File: src/rtl/geom_feeder_pkg.sv
// Shared types, packing helpers and defaults for the per-frame geometry feeder.
package geom_feeder_pkg;

    localparam int COORD_W    = 10;
    localparam int TRI_W      = 6 * COORD_W;
    localparam int VTX_STRIDE = 2 * COORD_W;
    localparam int X0_LSB     = 50;
    localparam int Y0_LSB     = 40;
    localparam int OFF_W      = 11;

    localparam int H_MAX_DEF = 639;
    localparam int V_MAX_DEF = 479;

    typedef logic [COORD_W-1:0] coord_t;
    typedef logic [TRI_W-1:0]   tri_t;

    typedef enum logic [2:0] {
        ST_IDLE,
        ST_XF0,
        ST_XF1,
        ST_XF2,
        ST_CULL,
        ST_COMMIT
    } state_t;

    // Vertex v occupies {x,y} starting at bit 59 - 20*v, x above y.
    function automatic coord_t get_x(input tri_t t, input logic [1:0] v);
        return coord_t'(t >> (X0_LSB - VTX_STRIDE * int'(v)));
    endfunction

    function automatic coord_t get_y(input tri_t t, input logic [1:0] v);
        return coord_t'(t >> (Y0_LSB - VTX_STRIDE * int'(v)));
    endfunction

    function automatic tri_t pack_tri(input coord_t x0, input coord_t y0,
                                      input coord_t x1, input coord_t y1,
                                      input coord_t x2, input coord_t y2);
        return {x0, y0, x1, y1, x2, y2};
    endfunction

endpackage

File: src/rtl/geom_feeder_vtx_clamp.sv
// One coordinate: add a signed offset and clamp the result into [0, max_val].
module vtx_clamp
    import geom_feeder_pkg::*;
(
    input  logic [COORD_W-1:0] coord,
    input  logic [OFF_W-1:0]   off,
    input  logic [COORD_W-1:0] max_val,
    output logic [COORD_W-1:0] result
);

    logic [11:0] sum;

    // 12 bits covers 0..1023 plus -1024..+1023 without overflow.
    assign sum = {2'b00, coord} + {off[OFF_W-1], off};

    always_comb begin
        if (sum[11]) begin
            result = '0;
        end else if (sum[10:0] > {1'b0, max_val}) begin
            result = max_val;
        end else begin
            result = sum[COORD_W-1:0];
        end
    end

endmodule

File: src/rtl/geom_feeder.sv
// Per-frame triangle fetch, offset/clamp transform and commit to the scan-converter.
// Optional back-face culling stage is enabled with `define GEOM_FEEDER_CULL_EN.
module geom_feeder
    import geom_feeder_pkg::*;
#(
    parameter int NUM_TRI = 4,
    parameter int H_MAX   = H_MAX_DEF,
    parameter int V_MAX   = V_MAX_DEF
) (
    input  logic             clk,
    input  logic             reset,
    input  logic             vsync,
    input  logic             wr_valid,
    output logic             wr_ready,
    input  logic [2:0]       wr_addr,
    input  logic [TRI_W-1:0] wr_data,
    input  logic [OFF_W-1:0] off_x,
    input  logic [OFF_W-1:0] off_y,
    input  logic             seq_en,
    output logic [TRI_W-1:0] geometry,
    output logic             geom_valid,
    output logic [9:0]       frame_count,
    output logic [2:0]       cur_idx
);

    localparam int         IDX_W     = (NUM_TRI > 1) ? $clog2(NUM_TRI) : 1;
    localparam logic [3:0] NUM_TRI_L = 4'(NUM_TRI);
    localparam logic [2:0] IDX_MASK  = 3'(NUM_TRI - 1);
    localparam coord_t     H_MAX_C   = coord_t'(H_MAX);
    localparam coord_t     V_MAX_C   = coord_t'(V_MAX);

    state_t             state_reg, state_next;
    logic               vsync_q;
    logic               frame_start;
    logic               wr_accept;
    logic               wr_in_range;
    tri_t               table_reg [NUM_TRI];
    tri_t               fetch_tri;
    tri_t               work_reg;
    logic [OFF_W-1:0]   off_x_reg, off_y_reg;
    coord_t             sx_reg [3];
    coord_t             sy_reg [3];
    logic [1:0]         vtx_sel;
    logic               xf_active;
    coord_t             vx_in, vy_in, vx_out, vy_out;
    logic               commit_keep;
    logic               wr_ready_reg;
    tri_t               geometry_reg;
    logic               geom_valid_reg;
    logic [9:0]         frame_count_reg;
    logic [2:0]         cur_idx_reg;

    assign wr_ready    = wr_ready_reg;
    assign geometry    = geometry_reg;
    assign geom_valid  = geom_valid_reg;
    assign frame_count = frame_count_reg;
    assign cur_idx     = cur_idx_reg;

    assign frame_start = vsync & ~vsync_q & (state_reg == ST_IDLE);
    assign wr_accept   = wr_valid & wr_ready_reg;
    assign wr_in_range = {1'b0, wr_addr} < NUM_TRI_L;

    // A write landing in the frame_start cycle on the fetched slot is forwarded.
    assign fetch_tri = (wr_accept && wr_in_range && (wr_addr == cur_idx_reg))
                     ? wr_data : table_reg[cur_idx_reg[IDX_W-1:0]];

    generate
        for (genvar gi = 0; gi < NUM_TRI; gi++) begin : g_slot
            always_ff @(posedge clk or posedge reset) begin
                if (reset) begin
                    table_reg[gi] <= '0;
                end else if (wr_accept && wr_in_range &&
                             (wr_addr[IDX_W-1:0] == IDX_W'(gi))) begin
                    table_reg[gi] <= wr_data;
                end
            end
        end
    endgenerate

    always_ff @(posedge clk or posedge reset) begin
        if (reset) begin
            state_reg <= ST_IDLE;
        end else begin
            state_reg <= state_next;
        end
    end

    always_comb begin
        state_next = state_reg;
        vtx_sel    = 2'd0;
        xf_active  = 1'b0;
        case (state_reg)
            ST_IDLE: begin
                if (frame_start) begin
                    state_next = ST_XF0;
                end
            end
            ST_XF0: begin
                vtx_sel    = 2'd0;
                xf_active  = 1'b1;
                state_next = ST_XF1;
            end
            ST_XF1: begin
                vtx_sel    = 2'd1;
                xf_active  = 1'b1;
                state_next = ST_XF2;
            end
            ST_XF2: begin
                vtx_sel    = 2'd2;
                xf_active  = 1'b1;
`ifdef GEOM_FEEDER_CULL_EN
                state_next = ST_CULL;
`else
                state_next = ST_COMMIT;
`endif
            end
`ifdef GEOM_FEEDER_CULL_EN
            ST_CULL:   state_next = ST_COMMIT;
`endif
            ST_COMMIT: state_next = ST_IDLE;
            default:   state_next = ST_IDLE;
        endcase
    end

    assign vx_in = get_x(work_reg, vtx_sel);
    assign vy_in = get_y(work_reg, vtx_sel);

    vtx_clamp u_clamp_x (
        .coord   (vx_in),
        .off     (off_x_reg),
        .max_val (H_MAX_C),
        .result  (vx_out)
    );

    vtx_clamp u_clamp_y (
        .coord   (vy_in),
        .off     (off_y_reg),
        .max_val (V_MAX_C),
        .result  (vy_out)
    );

`ifdef GEOM_FEEDER_CULL_EN
    logic signed [10:0] dx1, dy2, dx2, dy1;
    logic signed [21:0] prod_a, prod_b;
    logic signed [22:0] area;
    logic               cull_reg;

    assign dx1    = $signed({1'b0, sx_reg[1]}) - $signed({1'b0, sx_reg[0]});
    assign dy2    = $signed({1'b0, sy_reg[2]}) - $signed({1'b0, sy_reg[0]});
    assign dx2    = $signed({1'b0, sx_reg[2]}) - $signed({1'b0, sx_reg[0]});
    assign dy1    = $signed({1'b0, sy_reg[1]}) - $signed({1'b0, sy_reg[0]});
    assign prod_a = dx1 * dy2;
    assign prod_b = dx2 * dy1;
    assign area   = {prod_a[21], prod_a} - {prod_b[21], prod_b};

    // Zero or negative winding means degenerate or back-facing: drop it.
    always_ff @(posedge clk or posedge reset) begin
        if (reset) begin
            cull_reg <= 1'b0;
        end else if (state_reg == ST_CULL) begin
            cull_reg <= (area <= 23'sd0);
        end
    end

    assign commit_keep = ~cull_reg;
`else
    assign commit_keep = 1'b1;
`endif

    always_ff @(posedge clk or posedge reset) begin
        if (reset) begin
            vsync_q         <= 1'b0;
            wr_ready_reg    <= 1'b0;
            off_x_reg       <= '0;
            off_y_reg       <= '0;
            work_reg        <= '0;
            for (int i = 0; i < 3; i++) begin
                sx_reg[i] <= '0;
                sy_reg[i] <= '0;
            end
            geometry_reg    <= '0;
            geom_valid_reg  <= 1'b0;
            frame_count_reg <= '0;
            cur_idx_reg     <= '0;
        end else begin
            vsync_q      <= vsync;
            wr_ready_reg <= (state_next == ST_IDLE);
            if (frame_start) begin
                off_x_reg <= off_x;
                off_y_reg <= off_y;
                work_reg  <= fetch_tri;
            end
            if (xf_active) begin
                sx_reg[vtx_sel] <= vx_out;
                sy_reg[vtx_sel] <= vy_out;
            end
            if (state_reg == ST_COMMIT) begin
                if (commit_keep) begin
                    geometry_reg   <= pack_tri(sx_reg[0], sy_reg[0], sx_reg[1],
                                               sy_reg[1], sx_reg[2], sy_reg[2]);
                    geom_valid_reg <= 1'b1;
                end else begin
                    geometry_reg   <= '0;
                    geom_valid_reg <= 1'b0;
                end
                frame_count_reg <= frame_count_reg + 10'd1;
                if (seq_en) begin
                    cur_idx_reg <= (cur_idx_reg + 3'd1) & IDX_MASK;
                end
            end
        end
    end

endmodule
File: config.mk
export PLATFORM = sky130hd
export DESIGN_NAME = geom_feeder
export DESIGN_NICKNAME = d
export VERILOG_FILES = /design/src/rtl/geom_feeder_pkg.sv /design/src/rtl/geom_feeder_vtx_clamp.sv /design/src/rtl/geom_feeder.sv
export SDC_FILE = /design/constraint.sdc
export NUM_CORES = 1
export LEC_CHECK = 0
export CORE_MARGIN = 4
export CORE_UTILIZATION = 59
export CTS_CLUSTER_DIAMETER = 100
export CTS_CLUSTER_SIZE = 12
export DETAILED_ROUTE_END_ITERATION = 8
export PLACE_DENSITY = 0.79
export SETUP_SLACK_MARGIN = 0.02
export SYNTH_ARGS = -nofsm -noshare
export SYNTH_HDL_FRONTEND = slang
export SYNTH_SLANG_ARGS = --single-unit
File: constraint.sdc
create_clock -name clk -period 17.2 [get_ports clk]
set_clock_uncertainty 0.2 [all_clocks]
set_input_delay 2.58 -clock clk [delete_from_list [all_inputs] [get_ports clk]]
set_output_delay 2.58 -clock clk [all_outputs]
set_load 0.05 [all_outputs]
Yosys cells after proc, flatten, opt, wreduce, memory -nomap -nowiden
Cells that the tools add are included.
W data, S select, Z words.
{"block": "totals", "register_bits": 460, "input_bits": 90, "word_cells": 77}
{"block": "classes", "add_sub_neg": 6, "mul": 1, "n_lt_le_gt_ge": 6, "eq_ne": 8, "n_shift": 2, "muxes": 16, "n_bitwise": 6, "n_reduce_logical": 12}
{"op": "$mux W60", "count": 3}
{"op": "$bmux W60 S2", "count": 1}
{"op": "$shr A60 B32 Y10", "count": 2}
{"op": "$bwmux W30", "count": 2}
{"op": "$mux W10", "count": 5}
{"op": "$sub A7 B32 Y32 const A", "count": 1}
{"op": "$add A11 B11 Y12", "count": 2}
{"op": "$demux W10 S2", "count": 1}
{"op": "$pmux W3 S4", "count": 1}
{"op": "$gt A11 B10 Y1 const B", "count": 1}
{"op": "$gt A11 B9 Y1 const B", "count": 1}
{"op": "$add A10 B1 Y10 const B", "count": 1}
{"op": "$sub A6 B7 Y8 const A", "count": 1}
{"op": "$logic_and A1 B1 Y1", "count": 7}
{"op": "$eq A3 B2 Y1 const B", "count": 2}
{"op": "$ge A3 B3 Y1 const B", "count": 2}
{"op": "$logic_not A3 Y1", "count": 2}
{"op": "$not A2 Y3", "count": 2}
{"op": "$mul A3 B2 Y5 const A", "count": 1}
{"op": "$eq A2 B2 Y1 const B", "count": 2}
{"op": "$pmux W2 S2", "count": 1}
{"op": "$and A1 B1 Y1", "count": 3}
{"op": "$eq A3 B1 Y1 const B", "count": 1}
{"op": "$eq A3 B2 Y1", "count": 1}
{"op": "11 further kinds", "count": 11}

Logic depth before layout (Yosys ltp)
{"block": "depth", "depth_word": 10, "mapped_depth": 21}

By module
Synthesis repeated with hierarchy kept, for this count alone.
{"block": "unflattened", "cells_unflattened": 1601, "area_unflattened_um2": 22026.1}
{"mod": "geom_feeder", "n_inst": 1, "cells_per_inst": 1344, "area_each_um2": 20154.3, "seq_area_each_um2": 11511.0}
{"mod": "vtx_clamp (u_clamp_x)", "n_inst": 1, "cells_per_inst": 122, "area_each_um2": 937.1, "seq_area_each_um2": 0.0}
{"mod": "vtx_clamp (u_clamp_y)", "n_inst": 1, "cells_per_inst": 135, "area_each_um2": 934.6, "seq_area_each_um2": 0.0}

Least setup slack after synthesis
No wires, ideal clock.
{"block": "synth_path", "path_type": "reg2reg", "from": "register state_reg[2]", "to": "register sx_reg[10] in the netlist's numbering", "arrival_ns": 4.137, "setup_slack_ns": 12.716, "stages_incl_launch_ff": 22, "n_path_buf": 4, "synth_period_minus_slack_ns": 4.484, "path_cell_list": "dfrtp_1 inv_1 nand3_1 ha_1 nor4b_1 buf_4 buf_4 buf_2 nand2_1 nand3_1 o211ai_1 a21oi_1 ha_1 inv_1 fa_1 nand2b_1 a21oi_2 o211a_4 o22ai_2 a2111oi_4 buf_6 a311oi_1"}
{"block": "synth_between", "elab_chain_len": 10, "elab_cells_between_ends": 20, "classes_between": "add/sub (2); mul (1); order compare (3); eq/ne (3); shift (1); mux (7); bitwise (1); reduce/logical (2)"}
{"item": "from (decl)", "line": "geom_feeder.sv:32", "source": "state_t state_reg, state_next;"}
{"item": "from (signal assigned)", "line": "geom_feeder.sv:84", "source": "state_reg <= state_next;"}
{"item": "$eq A3 B2 Y1", "line": "geom_feeder.sv:92", "source": "case (state_reg)"}
{"item": "$pmux W2 S2", "line": "geom_feeder.sv:92"}
{"item": "$mul A3 B2 Y5", "line": "geom_feeder_pkg.sv:28", "source": "return coord_t'(t >> (X0_LSB - VTX_STRIDE * int'(v)));"}
{"item": "$sub A7 B32 Y32", "line": "geom_feeder_pkg.sv:28"}
{"item": "$shr A60 B32 Y10", "line": "geom_feeder_pkg.sv:28"}
{"item": "$add A11 B11 Y12", "line": "geom_feeder_vtx_clamp.sv:14", "source": "assign sum = {2'b00, coord} + {off[OFF_W-1], off};"}
{"item": "$gt A11 B10 Y1", "line": "geom_feeder_vtx_clamp.sv:19", "source": "end else if (sum[10:0] > {1'b0, max_val}) begin"}
{"item": "$mux W10", "line": "geom_feeder_vtx_clamp.sv:19"}
{"item": "$mux W10", "line": "geom_feeder_vtx_clamp.sv:17", "source": "if (sum[11]) begin"}
{"item": "$bwmux W30", "line": "geom_feeder.sv:194", "source": "sx_reg[vtx_sel] <= vx_out;"}
{"item": "to (signal, indexed assignment)", "line": "geom_feeder.sv:194"}
{"item": "to (decl)", "line": "geom_feeder.sv:41", "source": "coord_t sx_reg [3];"}
Several ways; a longest one is shown, not always the timed one.
A chain may end at the register's enable or synchronous reset.

Final worst setup path
{"block": "layout_path", "from": "register state_reg[2]", "to": "register sx_reg[14] in the netlist's numbering"}
The elaborated chain is that of the path after synthesis.

==> metrics.txt <==
status finished, final reports clean; logic depth of the worst register-to-register path 16; worst setup path startpoint state_reg[2]; count of final max-slew check failures 0; Core Area 0.0359 sq mm; Root Driver sky130_fd_sc_hd__clkbuf_16; total cell area at the placement stage 0.0236 sq mm; cell depth of the worst hold path 2; clock insertion delay at the later pin of the skew report 570 ps; antenna-violating nets left 0; I/O pin count 165; synthesis-stage register bit count 460; largest fanout of any net on the critical path 25; RR Startpoint state_reg[2]; number of global-route vias before repair 14989; count of mapped cells out of synthesis 1779; worst ir drop on vdd 115 uV; total number of vias 14459; count of port buffers added during placement 163; number of filler cells placed in the layout 2563; count of endpoints failing hold in the final timing report 0; Critical Path Source Type flop; mean cell area of the mapped netlist 12.2 sq um; sinks on the clock net 460; setup repair after global routing missed its margin no; drt via density 6.14; Die W 200 um; reg2reg end sx_reg[14]; max-slew headroom at the worst pin 0.221; number of hold buffers added after cts 0; ratio of final minimum period to clock period 0.357; top achievable clock speed 163 MHz; Netlist Area Pre-Place 0.0217 sq mm; sequential share of the synthesized area 0.531; synth-to-layout area growth 14.1%; worst-margin pin slew 1170 ps; element type at the critical path end flop; power per unit of standard cell area 211 mW/mm^2; DRC violations left 0; drt first-iter violations 1038; DPL Wire Length 32900 um; CTS max path bufs 3; Reg clk slew, reported paths 70 ps; main flop type after synthesis sky130_fd_sc_hd__dfrtp_1; min-delay worst type flop to flop; cell taking the most area after synthesis sky130_fd_sc_hd__dfrtp_1; async set or reset register ratio after synthesis 1.00; yosys warns 0; share of Yosys cell area claimed by the top area cell type 0.531; largest net degree at the start of global routing 181; number of library cell types mapped by synthesis 73; first-pass GRT wire length 81200 um; post-cts resize count 0; max FFs per register 240; GRT Util Overall 0.254; data required time of the critical path 17360 ps; TritonCTS clock tree built; antenna violations before repair 0; grt ovf 0; total negative slack for setup checks 0 ps; antenna diode instance count 0; setup violators final 0; arrival time of data at the critical path endpoint 6290 ps; drt total wl 50200 um; drt pass-1 iters 7; cell area after layout 0.0248 sq mm; critical path class flop to flop; worst-case register-to-register setup slack 11070 ps; Leakage 10.7 nW; hold_sp sy_reg[9]; leading cell types by total area after synthesis sky130_fd_sc_hd__dfrtp_1, sky130_fd_sc_hd__mux2_2, sky130_fd_sc_hd__mux4_2; TritonCTS Buffers 44; fraction of the core area covered by cells at the end of the flow 0.689; die outline area 0.0399 sq mm; number of placement rows 69; number of buffers inserted to repair setup after CTS 0; gpl congestion 0.914; Starting Density 0.604; most frequent cells after synthesis sky130_fd_sc_hd__dfrtp_1, sky130_fd_sc_hd__nand2_1, sky130_fd_sc_hd__mux2_2, sky130_fd_sc_hd__mux4_2; Endpoint, Worst Hold geometry[9]; number of nets in the layout 2008; Die H 200 um; Max-Cap Viols 0; CTS H-tree depth 2; DR WL/cell 21.3 um; synthesized net count 1898; fraction of layout cells with a size suffix above 1 0.234; most frequent cell after synthesis sky130_fd_sc_hd__dfrtp_1; Post-synth EDFFs 0; final critical delay including setup and external delays 6130 ps
cells in the final DEF, fill, tap and decap left out, types with 7 or more instances in the layout:
cell type	n
sky130_fd_sc_hd__xor2_1	7
sky130_fd_sc_hd__dfrtp_1	458
sky130_fd_sc_hd__clkbuf_16	44
sky130_fd_sc_hd__nand3_1	8
sky130_fd_sc_hd__mux4_2	73
sky130_fd_sc_hd__o21ai_0	71
sky130_fd_sc_hd__mux2_2	266
sky130_fd_sc_hd__a31oi_1	10
sky130_fd_sc_hd__mux2i_1	65
sky130_fd_sc_hd__a22oi_1	7
sky130_fd_sc_hd__clkdlybuf4s50_1	163
sky130_fd_sc_hd__a22o_1	7
sky130_fd_sc_hd__buf_4	17
sky130_fd_sc_hd__a21oi_1	58
sky130_fd_sc_hd__a21o_1	8
sky130_fd_sc_hd__a211oi_1	7
sky130_fd_sc_hd__o21ai_1	9
sky130_fd_sc_hd__a311oi_1	30
sky130_fd_sc_hd__nor2_1	59
sky130_fd_sc_hd__and3_1	8
sky130_fd_sc_hd__nand2_1	331
sky130_fd_sc_hd__ha_1	27
sky130_fd_sc_hd__nor3_1	11
sky130_fd_sc_hd__inv_1	19
sky130_fd_sc_hd__xnor2_1	17
stage by stage:
stage | setup WS (ps) | power [mW] | hold slack, ps | instances
after CTS | 11150 | 5.25 | 265 | 2354
after detailed placement | 11170 | 4.38 | 252 | 2304
after global placement | 11260 | 4.27 | 250 | 2304
final | 11070 | 5.23 | 269 | 2354
after global routing | 10710 | 5.57 | 286 | 2354
after floorplan | 1590 | 3.74 | 230 | 1779
report_power, final:
part / internal, mW / switching (mW)
sequential: 1.57 / 0.317
combinational: 1.10 / 1.40
clock: 0.457 / 0.391
area by class of cell:
class	instances	area, sq um	share of cell area
clock buffers	46	1110	0.0448
repair buffers	181	1780	0.0719
clock inverters	4	57.6	0.00233
inverters	22	90.1	0.00364
multi-input cells	1180	9630	0.389
flip-flops and latches	460	11500	0.465
well taps	461	577	0.0233
worst max-delay path, cell delays in order (launching register included):
cell and delay, ps:
sky130_fd_sc_hd__dfrtp_1 460, sky130_fd_sc_hd__inv_1 160, sky130_fd_sc_hd__nand3_1 220, sky130_fd_sc_hd__ha_1 910, sky130_fd_sc_hd__inv_2 360, sky130_fd_sc_hd__mux4_2 320
sky130_fd_sc_hd__nand2_1 50, sky130_fd_sc_hd__a21oi_1 380, sky130_fd_sc_hd__ha_1 290, sky130_fd_sc_hd__inv_1 70, sky130_fd_sc_hd__fa_1 400, sky130_fd_sc_hd__nand2b_1 210
sky130_fd_sc_hd__a21oi_2 250, sky130_fd_sc_hd__o211a_4 250, sky130_fd_sc_hd__o22ai_2 100, sky130_fd_sc_hd__a2111oi_4 1040, sky130_fd_sc_hd__a311oi_1 250
layer usage:
layer  vias to the layer above  global-route usage  routed length (um)
met4                         0              0.0616                1160
met5                         -                   0                   0
met1                      7450               0.357               21800
met3                        84              0.0305                2090
li1                       6572                   -                   -
met2                       353               0.432               25200
cells by family after synthesis:
group                      Yosys count  synth area share
xor gates and xnor gates            24           0.00969
adders and majority gates           29            0.0174
other                                1          0.000173
buffers and inverters              139            0.0276
DFF                                460             0.531
muxes                              404             0.244
AOI/OAI and AO/OA                  255            0.0807
and+or+nand+nor                    467            0.0899
worst max path at each step:
| stage | to | slack (ps) | depth (start not counted) |
|---|---|---|---|
| 2_1_floorplan | cur_idx[0] | 1590 | 1 |
| 3_3_place_gp | table_reg[101] | 11260 | 4 |
| 3_5_place_dp | table_reg[49] | 11170 | 4 |
| 4_1_cts | sx_reg[14] | 11150 | 16 |
| 5_1_grt | sx_reg[14] | 10710 | 16 |
| 6_report | sx_reg[14] | 11070 | 16 |
(Power assumes the default switching activity.)
